[src/rtl/axi_master_arbiter.sv]
// Two-requester arbiter in front of a single axi_master user port: picks one
// read or write per transaction, registers its payload and routes completions back.
module axi_master_arbiter #(
    parameter bit          RR_ENABLE      = 1'b1,
    parameter int unsigned AXI_ADDRW      = 32,
    parameter int unsigned AXI_DATAW      = 32,
    parameter int unsigned AXI_DATAW_BYTE = AXI_DATAW / 8
) (
    input  logic                      clk,
    input  logic                      rst,
    input  logic                      re0,
    input  logic                      re1,
    input  logic                      we0,
    input  logic                      we1,
    input  logic [AXI_ADDRW-1:0]      araddr0,
    input  logic [AXI_ADDRW-1:0]      araddr1,
    input  logic [AXI_ADDRW-1:0]      awaddr0,
    input  logic [AXI_ADDRW-1:0]      awaddr1,
    input  logic [AXI_DATAW-1:0]      wdata0,
    input  logic [AXI_DATAW-1:0]      wdata1,
    input  logic [AXI_DATAW_BYTE-1:0] wstrb0,
    input  logic [AXI_DATAW_BYTE-1:0] wstrb1,
    output logic [AXI_DATAW-1:0]      rdata0,
    output logic [AXI_DATAW-1:0]      rdata1,
    output logic                      r_success0,
    output logic                      r_success1,
    output logic                      r_timeout0,
    output logic                      r_timeout1,
    output logic                      w_success0,
    output logic                      w_success1,
    output logic                      re,
    output logic                      we,
    output logic [AXI_ADDRW-1:0]      araddr_in,
    output logic [AXI_ADDRW-1:0]      awaddr_in,
    output logic [AXI_DATAW-1:0]      wdata_in,
    output logic [AXI_DATAW_BYTE-1:0] wstrb_in,
    input  logic [AXI_DATAW-1:0]      rdata_out,
    input  logic                      r_success,
    input  logic                      r_timeout,
    input  logic                      w_success,
    output logic                      busy,
    output logic                      grant_id
);

    typedef enum logic [1:0] {
        S_IDLE = 2'd0,
        S_WAIT = 2'd1,
        S_DONE = 2'd2
    } state_e;

    state_e                    state_q,  state_d;
    logic                      grant_q,  grant_d;
    logic                      rd_q,     rd_d;
    logic                      last_q,   last_d;
    logic                      busy_q,   busy_d;
    logic                      re_q,     re_d;
    logic                      we_q,     we_d;
    logic [AXI_ADDRW-1:0]      araddr_q, araddr_d;
    logic [AXI_ADDRW-1:0]      awaddr_q, awaddr_d;
    logic [AXI_DATAW-1:0]      wdata_q,  wdata_d;
    logic [AXI_DATAW_BYTE-1:0] wstrb_q,  wstrb_d;
    logic [AXI_DATAW-1:0]      rdata0_q, rdata0_d;
    logic [AXI_DATAW-1:0]      rdata1_q, rdata1_d;
    logic                      rs0_q, rs0_d, rs1_q, rs1_d;
    logic                      rt0_q, rt0_d, rt1_q, rt1_d;
    logic                      ws0_q, ws0_d, ws1_q, ws1_d;

    logic pend0, pend1, pick, pick_rd;

    // Requester choice for this IDLE cycle; ties go to the one not served last.
    always_comb begin
        pend0 = re0 | we0;
        pend1 = re1 | we1;
        if (pend0 && pend1) begin
            pick = RR_ENABLE ? ~last_q : 1'b0;
        end else begin
            pick = pend1;
        end
        pick_rd = pick ? re1 : re0;
    end

    always_comb begin
        state_d  = state_q;
        grant_d  = grant_q;
        rd_d     = rd_q;
        last_d   = last_q;
        araddr_d = araddr_q;
        awaddr_d = awaddr_q;
        wdata_d  = wdata_q;
        wstrb_d  = wstrb_q;
        rdata0_d = rdata0_q;
        rdata1_d = rdata1_q;
        re_d     = 1'b0;
        we_d     = 1'b0;
        rs0_d    = 1'b0;
        rs1_d    = 1'b0;
        rt0_d    = 1'b0;
        rt1_d    = 1'b0;
        ws0_d    = 1'b0;
        ws1_d    = 1'b0;

        case (state_q)
            S_IDLE: begin
                if (pend0 || pend1) begin
                    grant_d  = pick;
                    rd_d     = pick_rd;
                    araddr_d = pick ? araddr1 : araddr0;
                    awaddr_d = pick ? awaddr1 : awaddr0;
                    wdata_d  = pick ? wdata1  : wdata0;
                    wstrb_d  = pick ? wstrb1  : wstrb0;
                    re_d     = pick_rd;
                    we_d     = ~pick_rd;
                    state_d  = S_WAIT;
                end
            end
            S_WAIT: begin
                // Success beats timeout; completions of the other kind are ignored.
                if (rd_q) begin
                    if (r_success) begin
                        if (grant_q) begin
                            rdata1_d = rdata_out;
                            rs1_d    = 1'b1;
                        end else begin
                            rdata0_d = rdata_out;
                            rs0_d    = 1'b1;
                        end
                        state_d = S_DONE;
                    end else if (r_timeout) begin
                        rt1_d   = grant_q;
                        rt0_d   = ~grant_q;
                        state_d = S_DONE;
                    end
                end else if (w_success) begin
                    ws1_d   = grant_q;
                    ws0_d   = ~grant_q;
                    state_d = S_DONE;
                end
            end
            S_DONE: begin
                last_d  = grant_q;
                state_d = S_IDLE;
            end
            default: state_d = S_IDLE;
        endcase

        busy_d = (state_d != S_IDLE);
    end

    always_ff @(posedge clk) begin
        if (!rst) begin
            state_q  <= S_IDLE;
            grant_q  <= 1'b0;
            rd_q     <= 1'b0;
            last_q   <= 1'b1;
            busy_q   <= 1'b0;
            re_q     <= 1'b0;
            we_q     <= 1'b0;
            araddr_q <= '0;
            awaddr_q <= '0;
            wdata_q  <= '0;
            wstrb_q  <= '0;
            rdata0_q <= '0;
            rdata1_q <= '0;
            rs0_q    <= 1'b0;
            rs1_q    <= 1'b0;
            rt0_q    <= 1'b0;
            rt1_q    <= 1'b0;
            ws0_q    <= 1'b0;
            ws1_q    <= 1'b0;
        end else begin
            state_q  <= state_d;
            grant_q  <= grant_d;
            rd_q     <= rd_d;
            last_q   <= last_d;
            busy_q   <= busy_d;
            re_q     <= re_d;
            we_q     <= we_d;
            araddr_q <= araddr_d;
            awaddr_q <= awaddr_d;
            wdata_q  <= wdata_d;
            wstrb_q  <= wstrb_d;
            rdata0_q <= rdata0_d;
            rdata1_q <= rdata1_d;
            rs0_q    <= rs0_d;
            rs1_q    <= rs1_d;
            rt0_q    <= rt0_d;
            rt1_q    <= rt1_d;
            ws0_q    <= ws0_d;
            ws1_q    <= ws1_d;
        end
    end

    assign rdata0     = rdata0_q;
    assign rdata1     = rdata1_q;
    assign r_success0 = rs0_q;
    assign r_success1 = rs1_q;
    assign r_timeout0 = rt0_q;
    assign r_timeout1 = rt1_q;
    assign w_success0 = ws0_q;
    assign w_success1 = ws1_q;
    assign re         = re_q;
    assign we         = we_q;
    assign araddr_in  = araddr_q;
    assign awaddr_in  = awaddr_q;
    assign wdata_in   = wdata_q;
    assign wstrb_in   = wstrb_q;
    assign busy       = busy_q;
    assign grant_id   = grant_q;

endmodule

[config.mk]
export PLATFORM = sky130hd
export DESIGN_NAME = axi_master_arbiter
export DESIGN_NICKNAME = d
export VERILOG_FILES = /design/src/rtl/axi_master_arbiter.sv
export SDC_FILE = /design/constraint.sdc
export NUM_CORES = 1
export LEC_CHECK = 0
export CAP_MARGIN = 20
export CORE_AREA = 2 2 162 164
export CTS_BUF_LIST = sky130_fd_sc_hd__clkbuf_8
export CTS_CLUSTER_DIAMETER = 30
export CTS_CLUSTER_SIZE = 10
export DETAILED_ROUTE_END_ITERATION = 16
export DIE_AREA = 0 0 164 166
export GPL_TIMING_DRIVEN = 1
export HOLD_SLACK_MARGIN = 0.03
export PLACE_DENSITY = 0.7
export SKIP_CTS_REPAIR_TIMING = 1
export SLEW_MARGIN = 10
export SYNTH_ARGS = -nofsm -noshare
export SYNTH_HDL_FRONTEND = slang
export SYNTH_SLANG_ARGS = --single-unit
[constraint.sdc]
create_clock -name clk -period 4.1 [get_ports clk]
set_input_delay 0.615 -clock clk [delete_from_list [all_inputs] [get_ports clk]]
set_output_delay 0.615 -clock clk [all_outputs]
set_load 0.01 [all_outputs]
==> impl_results.rst, run 1 <==
.. list-table::
   :header-rows: 1

   * - Metric
     - Value
   * - Status
     - complete, no violations
   * - Critical path's largest stage delay
     - ~0.66 ns
   * - Primary FF master, synth
     - dfxtp_1
   * - Share of power burned in registers
     - about 43%
   * - CTS tree
     - built
   * - Required time at the worst-slack endpoint
     - 3.48 ns
   * - Detailed placer's ending HPWL
     - roughly 21 mm
   * - Logic depth of the worst setup path including buffers
     - 2
   * - Grt peak-use layer
     - met2
   * - Maximum number of pins on one net before global-route repair
     - 202
   * - Worst-case clock skew
     - 0.0176 ns
   * - DRT Pass-1 Iters
     - 5
   * - Avg WL per Cell
     - a little under 20 µm
   * - Area of the die
     - between 20000 and 30000 µm²
   * - Kind of start point of the critical path
     - register
   * - Leakage power of the design
     - 5.45 nW
   * - Relative slew slack
     - 38.5%
   * - FF-to-FF path depth
     - 5
   * - Yosys warnings
     - 0
   * - Leftover overflow at the end of global routing
     - 0
   * - Gate count after technology mapping
     - between 900 and 1000
   * - Number of synthesized register bits
     - around 180
   * - Worst Setup Path Type
     - register to output port
   * - Max Root-Sink Buffers
     - 2
   * - Via count of the first global-routing pass
     - just over 8000
   * - Post-route insts no fill
     - 1613
   * - Max Clk Rate
     - 381 MHz
   * - Worst hold path stage count
     - 2
   * - Floorplan row count
     - 59
   * - # H-tree levels
     - 4
   * - Cell area after synthesis
     - 8600 µm²
   * - Overall global routing resource usage
     - 22.2%
   * - Design Area, Final
     - 13200 µm²
   * - Combined buffer and inverter count along the critical path
     - 2
   * - Net count after synthesis
     - 1175
   * - Average cell area after synthesis
     - 9.20 µm²
   * - Switching share of power
     - between 30% and 40%
   * - Via count
     - 8665
   * - Worst hold slack
     - 0.485 ns
   * - Maximum resistive drop on vdd
     - between 0.15 and 0.2 mV
   * - Internal power contribution
     - 3.11 mW
   * - Vias per inst
     - 5.37
   * - Sequential share of the synthesized area
     - 41.5%
   * - Clock group share of total power
     - about 27%
   * - Core area
     - between 20000 and 30000 µm²
   * - Path class of the lowest-slack min-delay path
     - register to register
   * - RSZ-0062 raised after global routing
     - no
   * - Post-route clock period utilization
     - 63.9%
   * - Post-placement cell count
     - between 1500 and 2000
   * - Time the worst path needs with I/O delays and setup
     - roughly 2.6 ns
   * - Count of routing violations after the opening detailed-route iteration
     - between 600 and 700
   * - Setup crit end kind
     - output port
   * - Clk_lat worst skew
     - 0.46 ns
   * - Count of input and output buffers
     - 414
   * - Number of clock buffers inserted by TritonCTS
     - 17
   * - Weighted congestion at the end of routability-driven global placement
     - about 0.8
   * - Clock root buffer
     - clkbuf_8
   * - Async set or reset register ratio after synthesis
     - 0%
   * - Initial standard-cell utilization of the core
     - 33.6%
   * - Final Hold Viols
     - 0
   * - Remaining antenna violation count after routing
     - 0
   * - Number of flops mapped to enable cells by yosys
     - 0
   * - Share of layout cells above drive strength 1
     - 4.41%
   * - Setup Total Neg Slack
     - 0 ns
   * - WL final
     - 31.8 mm
   * - Total setup violations reported at the end of the flow
     - 0
   * - Max Transition Viols Final
     - 0
   * - Net Switching
     - 1.44 mW
   * - Number of DRC violations after detailed routing
     - 0
   * - Met2 capacity usage during global routing
     - 35.8%
   * - Met1 Use GR
     - 27.8%
   * - Max-capacitance violation count
     - 0
   * - Actual transition at the worst max-transition pin
     - 0.922 ns
   * - Met3 Use GR
     - 7.72%
   * - Post-synthesis cell type count
     - 29
   * - Clock-pin slew on the worst setup and hold paths
     - 0.11 ns
   * - Kind of cell with the highest combined delay on the critical path
     - buffers and inverters
   * - Top-level I/O count
     - 415
   * - Horizontal extent of the die
     - 164 µm
   * - Top fanout value on the critical path
     - 69
   * - First-pass GRT wire length
     - 47.5 mm
   * - Arrival @ worst endpoint
     - approximately 2 ns
   * - Chain of cells forming the critical path
     - buf_4 -> clkdlybuf4s50_1
   * - Cell area power density
     - 344 nW/µm²
   * - Cell with the largest stage delay on the worst path
     - clkdlybuf4s50_1
   * - Area of placed instances
     - around 13000 µm²
   * - Top library cells by usage in the layout, fill and taps aside
     - clkdlybuf4s50_1, dfxtp_1, a21boi_0
   * - Fraction of power consumed by combinational cells
     - 29.5%
   * - Net count of the finished layout
     - 1499
   * - Vert. Die Dim
     - 166 µm
   * - Clock Sink Count
     - 178
   * - Area Overhead vs Synth
     - 53.8%
   * - Most common cell after layout, fill and taps aside
     - clkdlybuf4s50_1
   * - Power, Total
     - between 4 and 5 mW
   * - Antenna violations before repair
     - 9
-- metal layers --
metal	vias up	wire [µm]	part of all wire, %
li1	4193	-	-
met3	32	2690	8.4
met5	-	42	0.13
met2	311	15400	48
met4	6	606	1.9
met1	4123	13100	41
-- worst min-delay path, cell delays in order (launching register included) --
cell and delay (ns):
dfxtp_1 0.32, o21ai_0 0.06, a21boi_0 0.07
-- metrics by stage --
| step | setup WS, ns | utilization (%) |
|---|---|---|
| floorplan | 2.25 | - |
| detailed placement | 1.02 | 50.0 |
| global placement | 1.04 | 50.0 |
| CTS | 1.45 | 51.5 |
| finish | 1.48 | 51.6 |
| global route | 1.36 | 51.6 |
-- state kept, by name, indices dropped and copies added (netlist names) --
register and cells:
awaddr_in 32, grant_id 1, araddr_in 32, state_q 2
w_success0 1, r_timeout1 1, wdata_in 32, re 1
r_success0 1, r_timeout0 1, w_success1 1, rd_q 1
we 1, r_success1 1, rdata0 32, wstrb_in 4
rdata1 32, last_q 1, busy 1
-- kinds of logic (layout without fill, tap and decap cells) --
| group | count (synthesis) | in the layout | synth area share, % |
|---|---|---|---|
| AOI/OAI and AO/OA | 439 | 439 | 39.3 |
| buffers and inverters | 126 | 463 | 6.48 |
| DFF | 178 | 178 | 41.5 |
| other | 0 | 7 | 0 |
| and+or+nand+nor | 191 | 191 | 12.8 |
-- cells in the mapped netlist, types with 2 or more instances --
library cell,instances,area [µm²]
nand3_1,67,335
buf_1,3,11.3
inv_1,2,7.51
nor3_1,2,10.0
o311a_1,100,1000
nor2_1,3,11.3
and3_1,102,638
o21ai_0,66,330
or2_2,2,12.5
a21o_1,100,751
buf_4,17,128
dfxtp_1,178,3560
nand2b_1,2,12.5
nor2b_1,2,12.5
nor4_1,3,18.8
a21boi_0,167,1250
clkbuf_1,93,349
buf_2,10,50.1
nand2_1,5,18.8
-- final timing paths --
| kind | from | end | slack, ns |
|---|---|---|---|
| setup reg to reg | state_q[1] | wdata_in[9] | 1.82 |
| setup / recovery | grant_id | grant_id | 1.48 |
| hold / removal | rdata1[26] | rdata1[26] | 0.48 |
| hold reg to reg | rdata1[26] | rdata1[26] | 0.48 |
-- power groups by stage --
stage | clock, mW | combinational [mW] | sequential, mW
after global placement | 0 | 1.34 | 2.01
after CTS | 1.29 | 1.35 | 1.98
final | 1.23 | 1.34 | 1.98
after detailed placement | 0 | 1.35 | 2.01
after global routing | 1.36 | 1.44 | 1.99
after floorplan | 0 | 0.592 | 2.08
-- final cells by class --
cell class              instances  area [µm²]
flip-flops and latches        178        3560
multi-input cells             630        4510
diodes                          7        17.5
fillers                      2425       12400
clock inverters                15         169
repair buffers                429        4300
clock buffers                  17         234
inverters                       2        7.51
well taps                     335         419
(Power assumes the default switching activity.)
==> inputs of run 2 (changes only) <==
--- a/config.mk
+++ b/config.mk
@@ -6,15 +6,15 @@
 export NUM_CORES = 1
 export LEC_CHECK = 0
 export CAP_MARGIN = 20
-export CORE_AREA = 2 2 162 164
+export CORE_AREA = 2 2 163 165
 export CTS_BUF_LIST = sky130_fd_sc_hd__clkbuf_8
 export CTS_CLUSTER_DIAMETER = 30
 export CTS_CLUSTER_SIZE = 10
 export DETAILED_ROUTE_END_ITERATION = 16
-export DIE_AREA = 0 0 164 166
+export DIE_AREA = 0 0 165 167
 export GPL_TIMING_DRIVEN = 1
 export HOLD_SLACK_MARGIN = 0.03
-export PLACE_DENSITY = 0.7
+export PLACE_DENSITY = 0.72
 export SKIP_CTS_REPAIR_TIMING = 1
 export SLEW_MARGIN = 10
 export SYNTH_ARGS = -nofsm -noshare
==> constraint.sdc (replaced) <==
create_clock -name clk -period 2.2 [get_ports clk]
set_input_delay 0.33 -clock clk [delete_from_list [all_inputs] [get_ports clk]]
set_output_delay 0.33 -clock clk [all_outputs]
set_load 0.01 [all_outputs]
==> impl_results.rst, run 2 (synthesized netlist as in run 1, its figures left out) <==
.. list-table::
   :header-rows: 1

   * - Metric
     - Value
   * - Hold_sp
     - rst
   * - Critical path's largest stage delay
     - 0.68 ns (+0.02 ns)
   * - Total setup violations reported at the end of the flow
     - 0 (unchanged)
   * - Detailed placer's ending HPWL
     - 22.5 mm (+5.0%)
   * - Internal power contribution
     - 5.90 mW (+90%)
   * - Clk_lat worst skew
     - 0.47 ns (about the same)
   * - # H-tree levels
     - 4 (unchanged)
   * - Top fanout value on the critical path
     - 2 (-97%)
   * - Hold-critical path endpoint
     - awaddr_in[19]
   * - Worst setup slack after layout
     - 0.395 ns (-1.08 ns)
   * - Reg-to-reg critical path startpoint
     - last_q
   * - Via count
     - 8799 (+1.5%)
   * - Number of DRC violations after detailed routing
     - 0 (unchanged)
   * - Worst hold path stage count
     - 3 (+1)
   * - Core area
     - 25800 µm² (+0.58%)
   * - Max Transition Viols Final
     - 0 (unchanged)
   * - Floorplan row count
     - 59 (unchanged)
   * - Worst Setup Path Type
     - register to output port
   * - Weighted congestion at the end of routability-driven global placement
     - 0.807 (-1.3%)
   * - Arrival @ worst endpoint
     - 1.48 ns (-0.53 ns)
   * - Overall global routing resource usage
     - 22.3% (+0.12 points)
   * - Worst-case clock skew
     - 0.0191 ns (+0.00156 ns)
   * - Worst reg-to-reg setup slack
     - 0.69 ns (-1.13 ns)
   * - Count of routing violations after the opening detailed-route iteration
     - 760 (+12%)
   * - Worst Setup Slack post-DPL
     - 0.0322 ns (-0.984 ns)
   * - Status
     - complete, no violations
   * - Leakage power of the design
     - 5.63 nW (+3.4%)
   * - Power, Total
     - 8.69 mW (+91%)
   * - Setup Total Neg Slack
     - 0 ns (unchanged)
   * - Max Clk Rate
     - between 500 and 600 MHz
   * - Cell area power density
     - 641 nW/µm² (+86%)
   * - R2r endpoint
     - araddr_in[10]
   * - Clock root buffer
     - clkbuf_8
   * - Cell with the largest stage delay on the worst path
     - clkdlybuf4s50_1
   * - Fraction of power consumed by combinational cells
     - 30.2% (+0.7 points)
   * - Number of clock buffers inserted by TritonCTS
     - 17 (unchanged)
   * - Post-route clock period utilization
     - 82.1%
   * - Maximum number of pins on one net before global-route repair
     - 103 (-49%)
   * - Net count of the finished layout
     - 1524 (+1.7%)
   * - Kind of cell with the highest combined delay on the critical path
     - buffers and inverters
   * - Leftover overflow at the end of global routing
     - 0 (unchanged)
   * - Setup crit end kind
     - output port
   * - Max Root-Sink Buffers
     - 2 (unchanged)
   * - Top library cells by usage in the layout, fill and taps aside
     - clkdlybuf4s50_1, dfxtp_1, a21boi_0
   * - Final Hold Viols
     - 0 (unchanged)
   * - Vert. Die Dim
     - 167 µm (+0.60%)
   * - Clock group share of total power
     - 27.5% (+0.4 points)
   * - DRT Pass-1 Iters
     - 5 (unchanged)
   * - First-pass GRT wire length
     - 48.2 mm (+1.4%)
   * - Remaining antenna violation count after routing
     - 0 (unchanged)
   * - FF-to-FF path depth
     - 5 (unchanged)
   * - Area of placed instances
     - 13100 µm² (+2.6%)
   * - Count of input and output buffers
     - 414 (unchanged)
   * - Via count of the first global-routing pass
     - 8513 (+4.6%)
   * - CTS tree
     - built
   * - Share of layout cells above drive strength 1
     - 6.25% (+1.8 points)
   * - Actual transition at the worst max-transition pin
     - 0.589 ns (-0.333 ns)
   * - Initial standard-cell utilization of the core
     - 33.4% (-0.19 points)
   * - Clock-pin slew on the worst setup and hold paths
     - 0.12 ns (about the same)
   * - Most common cell after layout, fill and taps aside
     - clkdlybuf4s50_1
   * - Switching share of power
     - 32.1% (+0.40 points)
   * - Net Switching
     - 2.79 mW (+93%)
   * - Antenna violations before repair
     - 3 (-6)
   * - Area Overhead vs Synth
     - 57.7%
   * - Relative slew slack
     - 60.7% (+22 points)
   * - Share of power burned in registers
     - 42.3% (-1.1 points)
   * - Path class of the lowest-slack min-delay path
     - input pin to register
   * - RSZ-0062 raised after global routing
     - no
   * - Maximum resistive drop on vdd
     - 0.424 mV (+130%)
   * - Top-level I/O count
     - 415 (unchanged)
   * - Time the worst path needs with I/O delays and setup
     - 1.81 ns
   * - Required time at the worst-slack endpoint
     - 1.87 ns (-1.61 ns)
   * - Chain of cells forming the critical path
     - clkdlybuf4s50_1
   * - Horizontal extent of the die
     - 165 µm (+0.61%)
   * - Vias per inst
     - 5.39 (+0.36%)
   * - WL final
     - 32.2 mm (+1.2%)
   * - Avg WL per Cell
     - 19.7 µm (about the same)
   * - Max-capacitance violation count
     - 0 (unchanged)
   * - Design Area, Final
     - 13600 µm² (+2.5%)
   * - Combined buffer and inverter count along the critical path
     - 1 (-1)
   * - Clock Sink Count
     - 178 (unchanged)
   * - Area of the die
     - 27600 µm² (+1.2%)
   * - Kind of start point of the critical path
     - register
   * - Worst hold slack
     - 0.362 ns (-0.122 ns)
==> run 2: cell types whose count changed in the layout (fill, tap and decap cells not counted) <==
| cell | change |
|---|---|
| inv_6 | +1 |
| inv_8 | -1 |
| inv_12 | +1 |
| buf_12 | +12 |
| clkinv_4 | -1 |
| clkinvlp_4 | -1 |
| buf_4 | +13 |
| clkinv_8 | +1 |
| diode_2 | -6 |
==> run 2: worst max path at each step <==
stage                      start      endpoint  depth (start not counted)
floorplan                    we0   wdata_in[0]                          5
global placement             we0  awaddr_in[1]                          5
detailed placement           we0   wstrb_in[1]                          6
CTS                 araddr_in[3]  araddr_in[3]                          1
global route        araddr_in[3]  araddr_in[3]                          1
finish              araddr_in[3]  araddr_in[3]                          1
==> run 2: cell type report <==
class                   instances  area [µm²]
flip-flops and latches        178        3560
repair buffers                454        4640
multi-input cells             630        4510
well taps                     335         419
diodes                          1        2.50
clock buffers                  17         234
clock inverters                15         183
fillers                      2421       12200
inverters                       2        7.51
==> run 2: routing by layer <==
metal	GRT usage, %	share of wire, %
met5	0	0.074
met4	7.94	2.9
met3	7.27	8.5
met2	37.1	49
met1	26.7	40
==> run 2: power by group through the flow <==
| stage | combinational [mW] | clock (mW) | sequential [mW] |
|---|---|---|---|
| after floorplan | 1.10 | 0 | 3.87 |
| after global placement | 2.61 | 0 | 3.74 |
| after detailed placement | 2.63 | 0 | 3.76 |
| after CTS | 2.64 | 2.47 | 3.68 |
| after global routing | 2.80 | 2.60 | 3.72 |
| final | 2.62 | 2.39 | 3.68 |
==> run 2: through the flow <==
| step | utilization, % | cells |
|---|---|---|
| finish | 52.6 | 1632 |
| global route | 52.6 | 1632 |
| CTS | 52.6 | 1631 |
| detailed placement | 51.0 | 1599 |
| global placement | 51.0 | 1599 |
| floorplan | - | 934 |
==> inputs of run 3 (changes only) <==
==> constraint.sdc (replaced) <==
create_clock -name clk -period 1.6 [get_ports clk]
set_input_delay 0.24 -clock clk [delete_from_list [all_inputs] [get_ports clk]]
set_output_delay 0.24 -clock clk [all_outputs]
set_load 0.01 [all_outputs]
==> impl_results.rst, run 3 (synthesized netlist as in run 1, its figures left out) <==
.. list-table::
   :header-rows: 1

   * - Metric
     - Value
   * - Leakage power of the design
     - 8.49 nW (+51%)
   * - Actual transition at the worst max-transition pin
     - 0.497 ns (-0.0916 ns)
   * - Post-route clock period utilization
     - 101%
   * - RSZ-0062 raised after global routing
     - yes
   * - Combined buffer and inverter count along the critical path
     - 3 (+2)
   * - Kind of start point of the critical path
     - input pin
   * - Number of filler cells placed in the layout
     - 2323 (-4.0%)
   * - Worst Setup Slack post-DPL
     - -0.494 ns (-0.527 ns)
   * - Number of clock buffers inserted by TritonCTS
     - 17 (unchanged)
   * - Antenna violations before repair
     - 6 (+3)
   * - Number of DRC violations after detailed routing
     - 0 (unchanged)
   * - Relative slew slack
     - 66.7% (+6.0 points)
   * - Share of power burned in registers
     - 42.5% (+0.2 points)
   * - Area Overhead vs Synth
     - 64.5%
   * - Cell area power density
     - 839 nW/µm² (+31%)
   * - Switching share of power
     - 32.1% (about the same)
   * - Worst-case clock skew
     - 0.0175 ns (-0.00163 ns)
   * - Max Clk Rate
     - 621 MHz
   * - Arrival @ worst endpoint
     - 1.96 ns (+0.48 ns)
   * - Via count of the first global-routing pass
     - 8734 (+2.6%)
   * - Critical path's largest stage delay
     - 0.45 ns (-0.23 ns)
   * - Maximum resistive drop on vdd
     - 0.426 mV (+0.46%)
   * - Clock root buffer
     - clkbuf_8
   * - Internal power contribution
     - 8.06 mW (+37%)
   * - Count of routing violations after the opening detailed-route iteration
     - 602 (-21%)
   * - Net count of the finished layout
     - 1530 (+0.39%)
   * - Violations in the final reports
     - negative setup slack
   * - CTS tree
     - built
   * - Top fanout value on the critical path
     - 99 (+97)
   * - Clock-pin slew on the worst setup and hold paths
     - 0.11 ns (about the same)
   * - Cell with the largest stage delay on the worst path
     - clkdlybuf4s50_1
   * - Vias per inst
     - 5.39 (-0.11%)
   * - Fraction of power consumed by combinational cells
     - 29.9% (-0.3 points)
   * - Clk_lat worst skew
     - 0.47 ns (about the same)
   * - Clock group share of total power
     - 27.5% (about the same)
   * - Floorplan row count
     - 59 (unchanged)
   * - Weighted congestion at the end of routability-driven global placement
     - 0.851 (+5.4%)
   * - Horizontal extent of the die
     - 165 µm (unchanged)
   * - Max Root-Sink Buffers
     - 2 (unchanged)
   * - Status
     - finished, violations left
   * - Net Switching
     - 3.81 mW (+36%)
   * - Max-capacitance violation count
     - 0 (unchanged)
   * - Most common cell after layout, fill and taps aside
     - clkdlybuf4s50_1
   * - # H-tree levels
     - 4 (unchanged)
   * - Total setup violations reported at the end of the flow
     - 1 (+1)
   * - Reg-to-reg critical path startpoint
     - last_q
   * - Count of input and output buffers
     - 414 (unchanged)
   * - Top-level I/O count
     - 415 (unchanged)
   * - Core area
     - 25800 µm² (unchanged)
   * - Worst Setup Path Type
     - input pin to register
   * - Required time at the worst-slack endpoint
     - 1.95 ns (+0.08 ns)
   * - Vert. Die Dim
     - 167 µm (unchanged)
   * - Overall global routing resource usage
     - 22.5% (+0.16 points)
   * - Maximum number of pins on one net before global-route repair
     - 100 (-2.9%)
   * - Area of the die
     - 27600 µm² (unchanged)
   * - Setup crit end kind
     - register
   * - Worst reg-to-reg setup slack
     - 0.12 ns (-0.57 ns)
   * - Path class of the lowest-slack min-delay path
     - input pin to register
   * - Fin util
     - 54.9% (+2.3 points)
   * - Clock Sink Count
     - 178 (unchanged)
   * - Top library cells by usage in the layout, fill and taps aside
     - clkdlybuf4s50_1, dfxtp_1, dlymetal6s2s_1
   * - Remaining antenna violation count after routing
     - 0 (unchanged)
   * - Worst setup slack after layout
     - -0.00912 ns (-0.404 ns)
   * - Detailed placer's ending HPWL
     - 23.2 mm (+2.8%)
   * - Avg WL per Cell
     - 19.8 µm (+0.23%)
   * - Max Transition Viols Final
     - 0 (unchanged)
   * - Share of layout cells above drive strength 1
     - 6.76% (+0.51 points)
   * - Kind of cell with the highest combined delay on the critical path
     - buffers and inverters
   * - DRT Pass-1 Iters
     - 6 (+1)
   * - WL final
     - 32.5 mm (+0.72%)
   * - Via count
     - 8832 (+0.38%)
   * - Final Hold Viols
     - 0 (unchanged)
   * - Critical path startpoint
     - we0
   * - Leftover overflow at the end of global routing
     - 0 (unchanged)
   * - Time the worst path needs with I/O delays and setup
     - 1.61 ns
   * - Initial standard-cell utilization of the core
     - 33.4% (unchanged)
   * - First-pass GRT wire length
     - 48.5 mm (+0.64%)
   * - Chain of cells forming the critical path
     - clkdlybuf4s50_1 -> buf_4 -> o21ai_4 -> buf_12 -> a21boi_0 -> o311a_1
   * - Hold_sp
     - rst
[run 3: final cells by class]
cell class                      count  area, µm²  share of cell area [%]
Multi-Input combinational cell    630       4510                    31.9
Sequential cell                   178       3570                    25.2
Timing Repair Buffer              460       5210                    36.8
Clock inverter                     15        188                    1.33
Clock buffer                       17        234                    1.65
Tap cell                          335        419                    2.96
Inverter                            2       7.51                  0.0531
Antenna cell                        3       7.51                  0.0531
[run 3: worst register-to-register path, cell delays in order, from the launching register on]
cell and delay (ns):
dfxtp_1 0.38, o21ai_4 0.11, buf_12 0.30, a21boi_0 0.24, o311a_1 0.35
[run 3: routing by layer]
layer	GRT usage (%)	part of all wire, %	routed length (µm)
met2	38.9	49	15800
met5	0	0.074	24
met1	25.2	39	12800
met3	8.52	9.1	2960
met4	7.22	2.9	927
[run 3: worst paths after layout]
path,end,depth (start not counted)
max,araddr_in[13],6
min,awaddr_in[24],2
max reg2reg,araddr_in[13],4
min reg2reg,rdata1[9],2
[run 3: power by group through the flow]
stage                     combinational [mW]  clock, mW  sequential (mW)
final                                   3.55       3.27             5.05
after global placement                  3.62          0             5.15
after CTS                               3.66       3.40             5.07
after global routing                    3.80       3.55             5.10
after detailed placement                3.64          0             5.17
after floorplan                         1.52          0             5.32
[run 3: stage by stage]
step           area, µm²  total power [mW]  cells  setup TNS (ns)  hold slack, ns
4_1_cts            13700              12.1   1637           -8.66          0.0384
6_report           14100              11.9   1640        -0.00912          0.0814
5_1_grt            14100              12.5   1639          -0.473          0.0473
3_5_place_dp       13300              8.81   1605          -45.32           0.472
2_1_floorplan       8600              6.83    934               0           0.318
3_3_place_gp       13300              8.77   1605          -41.71           0.463
